## src/rtl/instr_issue_queue.sv

```systemverilog
// rtl/instr_issue_queue.sv - in-order ALU issue queue with result-broadcast snooping
module instr_issue_queue #(
  parameter int DEPTH = 4
) (
  input  logic                     clk,
  input  logic                     reset,
  input  logic                     flush,
  input  logic                     enq_valid,
  output logic                     enq_ready,
  input  logic [2:0]               enq_funct3,
  input  logic                     enq_funct7,
  input  logic                     enq_imm,
  input  logic [4:0]               enq_destination,
  input  logic [4:0]               enq_r1,
  input  logic [4:0]               enq_r2,
  input  logic [31:0]              enq_src1,
  input  logic [31:0]              enq_src2,
  input  logic [36:0]              cmd_buf_alu,
  input  logic [36:0]              cmd_buf_ld_str,
  input  logic [36:0]              cmd_buf_mul,
  input  logic [36:0]              cmd_buf_div,
  input  logic                     rs_free,
  output logic                     iq_assert,
  output logic [2:0]               funct3,
  output logic                     funct7,
  output logic                     imm,
  output logic [4:0]               destination,
  output logic [4:0]               r1,
  output logic [4:0]               r2,
  output logic [31:0]              src1,
  output logic [31:0]              src2,
  output logic [$clog2(DEPTH):0]   count
);

  localparam int PW = $clog2(DEPTH);
  localparam int CW = PW + 1;

  typedef struct packed {
    logic [2:0]  funct3;
    logic        funct7;
    logic        imm;
    logic [4:0]  destination;
    logic [4:0]  r1;
    logic [4:0]  r2;
    logic [31:0] src1;
    logic [31:0] src2;
  } entry_t;

  // Broadcasts ordered lowest priority first, so a later match overrides an earlier one.
  logic [3:0][36:0] bcast;
  assign bcast = {cmd_buf_div, cmd_buf_mul, cmd_buf_ld_str, cmd_buf_alu};

  // Resolve one pending tag against all broadcasts; returns {tag, value}.
  function automatic logic [36:0] resolve(logic [4:0] tag, logic [31:0] val,
                                          logic [3:0][36:0] bc);
    logic [36:0] res;
    res = {tag, val};
    for (int i = 0; i < 4; i++) begin
      if (tag != 5'd0 && bc[i][36:32] == tag) res = {5'd0, bc[i][31:0]};
    end
    return res;
  endfunction

  function automatic entry_t snoop(entry_t e, logic [3:0][36:0] bc);
    entry_t o;
    o = e;
    {o.r1, o.src1} = resolve(e.r1, e.src1, bc);
    {o.r2, o.src2} = resolve(e.r2, e.src2, bc);
    return o;
  endfunction

  entry_t          mem [DEPTH];
  logic [PW-1:0]   head;
  logic [PW-1:0]   tail;
  entry_t          enq_entry;
  entry_t          head_entry;
  entry_t          out_entry;
  logic            do_enq;

  assign enq_entry  = snoop('{funct3: enq_funct3, funct7: enq_funct7, imm: enq_imm,
                              destination: enq_destination, r1: enq_r1, r2: enq_r2,
                              src1: enq_src1, src2: enq_src2}, bcast);
  assign head_entry = snoop(mem[head], bcast);
  assign out_entry  = (count != '0) ? head_entry : '0;

  assign enq_ready  = (count < CW'(DEPTH));
  assign do_enq     = enq_valid && enq_ready && !flush;
  assign iq_assert  = reset && (count != '0) && rs_free && !flush;

  assign {funct3, funct7, imm, destination, r1, r2, src1, src2} = out_entry;

  // Pointer/occupancy update, per-entry snooping and enqueue write.
  always_ff @(posedge clk) begin
    if (!reset) begin
      head  <= '0;
      tail  <= '0;
      count <= '0;
      for (int i = 0; i < DEPTH; i++) mem[i] <= '0;
    end else begin
      for (int i = 0; i < DEPTH; i++) mem[i] <= snoop(mem[i], bcast);
      if (flush) begin
        head  <= '0;
        tail  <= '0;
        count <= '0;
      end else begin
        if (do_enq) begin
          mem[tail] <= enq_entry;
          tail      <= tail + 1'b1;
        end
        if (iq_assert) head <= head + 1'b1;
        case ({do_enq, iq_assert})
          2'b10:   count <= count + 1'b1;
          2'b01:   count <= count - 1'b1;
          default: count <= count;
        endcase
      end
    end
  end

  // Occupancy must stay within the queue size.
  always_ff @(posedge clk) begin
    if (reset) assert (count <= CW'(DEPTH));
  end

endmodule

```

## config.mk

```make
export PLATFORM = sky130hd
export DESIGN_NAME = instr_issue_queue
export DESIGN_NICKNAME = d
export VERILOG_FILES = /design/src/rtl/instr_issue_queue.sv
export SDC_FILE = /design/constraint.sdc
export NUM_CORES = 2
export LEC_CHECK = 0
export ABC_AREA = 1
export BUFFER_PORTS_ARGS = -buffer_cell sky130_fd_sc_hd__buf_2
export CELL_PAD_IN_SITES_DETAIL_PLACEMENT = 1
export CELL_PAD_IN_SITES_GLOBAL_PLACEMENT = 2
export CORE_MARGIN = 5
export CORE_UTILIZATION = 33
export CTS_CLUSTER_DIAMETER = 60
export CTS_CLUSTER_SIZE = 12
export DETAILED_ROUTE_END_ITERATION = 10
export MAX_ROUTING_LAYER = met4
export PLACE_DENSITY_LB_ADDON = 0.1
export SLEW_MARGIN = 20
export SYNTH_ARGS = -nofsm -noshare
export SYNTH_HDL_FRONTEND = slang
export SYNTH_SLANG_ARGS = --single-unit
export TNS_END_PERCENT = 30
```

## constraint.sdc

```tcl
create_clock -name clk -period 5.95 [get_ports clk]
set_input_delay 0.2975 -clock clk [delete_from_list [all_inputs] [get_ports clk]]
set_output_delay 0.2975 -clock clk [all_outputs]
set_load 0.01 [all_outputs]
```

* Word-level counts from Yosys, hierarchy flattened
Memory sizes are Yosys's and may differ from the RTL's. A register that Yosys moved wholly into a read port is not among the register bits. Cells that the tools add are included.
Operators by class: $add $sub $neg 4, order comparisons 1, equal/unequal tests 50, muxes and demuxes 70, bitwise logic cells 5, reduce and logical (&&, ||, !) cells 69
Operator list (count):
- 37-bit two-way mux | 56
- 84-bit two-way mux | 5
- 5-bit equality test | 48
- 5-bit nonzero test | 12
- 1-bit logical AND | 53
- 1-bit two-way mux | 6
- 3-bit one-hot mux with 2 select lines | 1
- 2-bit by 1-bit adder with 2-bit output, second input constant | 2
- 2-bit two-way mux | 2
- 1-bit OR | 4
- 3-bit by 1-bit adder with 3-bit output, second input constant | 1
- 3-bit less-than comparator, second input constant | 1
- 3-bit nonzero test | 1
- 3-bit by 1-bit subtractor with 3-bit output, second input constant | 1
- 2-bit by 1-bit equality test with 1-bit output, second input constant | 1
- 2-bit equality test, second input constant | 1
- 2-bit nonzero test | 1
- 2-bit OR reduction | 1
- 1-bit zero test | 1
- 1-bit NOT | 1
Storage, ports and cells: register bits after elaboration 7, RAM bits 336, output and inout bits 89, word-level logic and storage cells 203, memories kept 1
Memory list:
- mem | depth 4, width 84, read ports 5, clocked after Yosys merged registers in 1, wr ports 5, RTL line 72 | entry_t mem [DEPTH];

* Longest topological paths before layout
word-level depth 8, mapped depth 17, depth with buffers taken out 15

* Worst setup path after synthesis
No wires, ideal clock.
path kind input-to-reg, from input cmd_buf_alu[33], to memory mem[3][0] in the netlist's numbering (enable), setup time 483 ps, arrival 3825 ps, data required time 5467 ps, slack 1643 ps, stages 6, path buffers 2, cell sequence clkbuf_1 -> clkbuf_1 -> o2111ai_1 -> nor4_1 -> a21oi_1 -> o21ai_0
RTL lines:
- start: declaration | RTL line 18 | input logic [36:0] cmd_buf_alu,
- end: declaration | RTL line 72

==> results by group <==
Logic synthesis
  – Avg Synthesized Cell Area: around 6.3 µm²
  – Number of synthesized register bits: 345
  – Post-synth EDFFs: approximately 340
  – Synth top area share: between 20 and 30%
  – Register area share after synthesis: between 30 and 40%
  – Synth warn: 0
  – Synthesized cell area: around 34000 µm²
  – Post-Synthesis Cells: between 5000 and 6000
  – Asr flop ratio synth: 0%
  – Synth area leaders: edfxtp_1 (30%), nand2_1 (17%), o21ai_0 (14%)
  – Most used flip-flop cell after synthesis: edfxtp_1
  – Syn_nets: around 5600
  – Synth unique cells: 44
  – Largest area contributor in the netlist: edfxtp_1

Global routing
  – Largest net degree at the start of global routing: 169
  – Overflow after GRT: 0
  – First-pass GRT wire length: roughly 300 mm
  – Global Route Usage Sum: about two fifths
  – Initial antenna violation count: 7
  – Vias in the first global route: 40600

Die
  – Placement Rows: around 120
  – Die area: 108000 µm²
  – Die Ht: ~330 µm
  – Core region area: 102000 µm²
  – Die width: roughly 330 µm
  – Initial core utilization: between 30 and 40%
  – I/O Pins: roughly 330

Layout
  – Nets@finish: 5582
  – Synth-to-layout area growth: 12.8%
  – Share of cells above drive strength 1: approximately 12%
  – Fin cells: 6758

CTS
  – Clock root buffer: clkbuf_16
  – H-tree Lvls: 2
  – CTS tree: yes
  – Clk buf depth: 3
  – Resize count post-CTS: 0
  – Reg clk slew, reported paths: ~60 ps
  – Post-CTS Repair Setup Buffers: 0
  – Cts bufs inserted: 54
  – Clock sink total: 345
  – Clock latency on the worst-skew pair: about 660 ps

Placement
  – Place WS: ~1800 ps
  – Placed Instances: between 6000 and 7000
  – Buffers added on ports: ~330
  – Dpl hpwl: between 100 and 150 mm
  – GP Congestion: 0.953

Setup path
  – Kind of start point of the critical path: flip-flop
  – Slowest CP cell: buf_12
  – Most frequent CP cell: nand2_1
  – Worst path cell trace: buf_12 > nand2_1 > nand3_1 > nand2_1 > xor2_1 > nor2_1 > nand2_1 > nor2_4 > buf_4 > nand2_1 > nand2_1 > inv_1 > a21oi_1 > buf_2
  – Critical path type: flip-flop to output pin
  – Setup crit end kind: output pin
  – Crit-path max FO: roughly 170
  – Arrival @ worst endpoint: 4560 ps
  – Crit-path max cell delay: 510 ps
  – CP Data Required Time: 5650 ps

Detailed routing
  – DR vias: 42100
  – Wirelength, routed: ~220 mm
  – DR pass1 iterations: 6
  – # DRC: 0
  – DR WL/cell: around 32 µm
  – Final ANT Viol Nets: 0
  – Vias per std cell: around 6.2
  – Initial DRC count: 4972

Timing
  – Post-route clock period utilization: 81.7%
  – Fin Clk Skew: around 31 ps
  – Setup TNS: 0 ps
  – Fin worst setup slack: 1090 ps
  – Worst slew pin tran: roughly 1300 ps
  – Hold WS: between 20 and 25 ps
  – Fmax: 0.206 GHz
  – Pins Over Slew Limit: 0
  – Fin crit period: between 4000 and 5000 ps
  – Unrepaired setup endpoints after global routing: false
  – Final Hold Vio Count: 0
  – Final Setup Violations: 0
  – Worst slew margin: 14.6%

Flow run
  – MaxCap Viol Count: 0

Power and ir drop
  – Pwr dens: between 200 and 250 nW/µm²
  – Pleak: 16.8 nW
  – VDD IR max: 0.218 mV
  – Power, Total: 0.00934 W

Status
  – Run status: completed

Min path
  – Hold Path Class: input pin to flip-flop
synthesized netlist by cell type (all sizes together), types with 12 or more instances:
master,instances
nand2,1528
buf,174
nand4,20
o21ai,937
xnor2,35
clkinv,34
nor3,48
o22ai,84
nor2,448
edfxtp,336
o211ai,98
a22oi,14
inv,281
nand3,465
clkbuf,307
a21oi,240
o21bai,128
xor2,108
nor4,12
state kept, by name, indices dropped and copies added (netlist names), named ones only:
register  flops
head          2
mem         336
count         3
tail          2
final timing paths:
check | from | endpoint | slack [ps] | cells after the start
setup / recovery | flip-flop | src1[27] | 1090 | 14
hold / removal | enq_destination[2] | mem[3][76] | 20 | 3
setup reg to reg | mem[1][65] | mem[1][12] | 1900 | 6
hold reg to reg | head[1] | flip-flop | 470 | 2
power breakdown:
group / leakage, nW / internal [W] / switching [W] / total (W)
Clock: 0.876 / 0.00197 / 0.00142 / 0.00339
Combinational: 12.4 / 0.000736 / 0.00204 / 0.00277
Sequential: 3.56 / 0.00304 / 0.000134 / 0.00317
layout make-up:
type,count,area [µm²]
Fill cell,13300,63600
Multi-Input combinational cell,4184,20400
Sequential cell,345,10300
Timing Repair Buffer,439,2560
Tap cell,1368,1710
Clock buffer,57,1380
Inverter,315,1190
Clock inverter,43,455
Antenna cell,7,17.5
timing repair:
action                     in CTS  in global routing
hold buffers                    7                  0
setup endpoints to repair       0                  0
hold endpoints to repair       20                  0
metal layers:
layer | track usage (%) | part of all wire (%) | vias to the layer above
li1 | - | - | 18000
met3 | 7.78 | 10 | 729
met2 | 61.7 | 45 | 2600
met4 | 20.6 | 6.4 | 0
met5 | - | 0 | -
met1 | 49.3 | 39 | 20800
worst max-delay path: cells and delay by family, from the launching register on:
family,cells,cell delay (ps)
buffers and inverters,4,1310
AND/OR/NAND/NOR,8,1260
AO/OA/AOI/OAI,1,500
flip-flops,1,380
XOR/XNOR,1,220
cells by family (layout without fill, tap and decap cells):
| kind of cell | Yosys count | after routing | synth area share, % |
|---|---|---|---|
| other | 0 | 7 | 0 |
| and+or+nand+nor | 2523 | 2523 | 30.9 |
| xor gates and xnor gates | 143 | 143 | 3.74 |
| adders and majority gates | 6 | 6 | 0.245 |
| AOI/OAI and AO/OA | 1512 | 1512 | 24.8 |
| DFF | 345 | 345 | 30.5 |
| buffers and inverters | 796 | 854 | 9.73 |
cells in the final DEF (no fill, tap or decap), types with 21 or more instances in the layout:
| cell type | instances |
|---|---|
| a21oi_1 | 230 |
| buf_2 | 325 |
| buf_4 | 102 |
| clkbuf_16 | 55 |
| clkinv_1 | 41 |
| edfxtp_1 | 336 |
| inv_1 | 247 |
| inv_2 | 32 |
| nand2_1 | 1502 |
| nand3_1 | 439 |
| nand3_2 | 21 |
| nor2_1 | 428 |
| nor3_1 | 48 |
| o211ai_1 | 98 |
| o21ai_0 | 907 |
| o21ai_1 | 29 |
| o21bai_1 | 128 |
| o22ai_1 | 84 |
| xnor2_1 | 35 |
| xor2_1 | 107 |
per-stage QoR:
stage          cell area, µm²  util, %
2_1_floorplan           33600        -
3_3_place_gp            36000     35.4
3_5_place_dp            36000     35.4
4_1_cts                 37900     37.3
5_1_grt                 37900     37.4
6_report                38000     37.4
(Power assumes the default switching activity.)
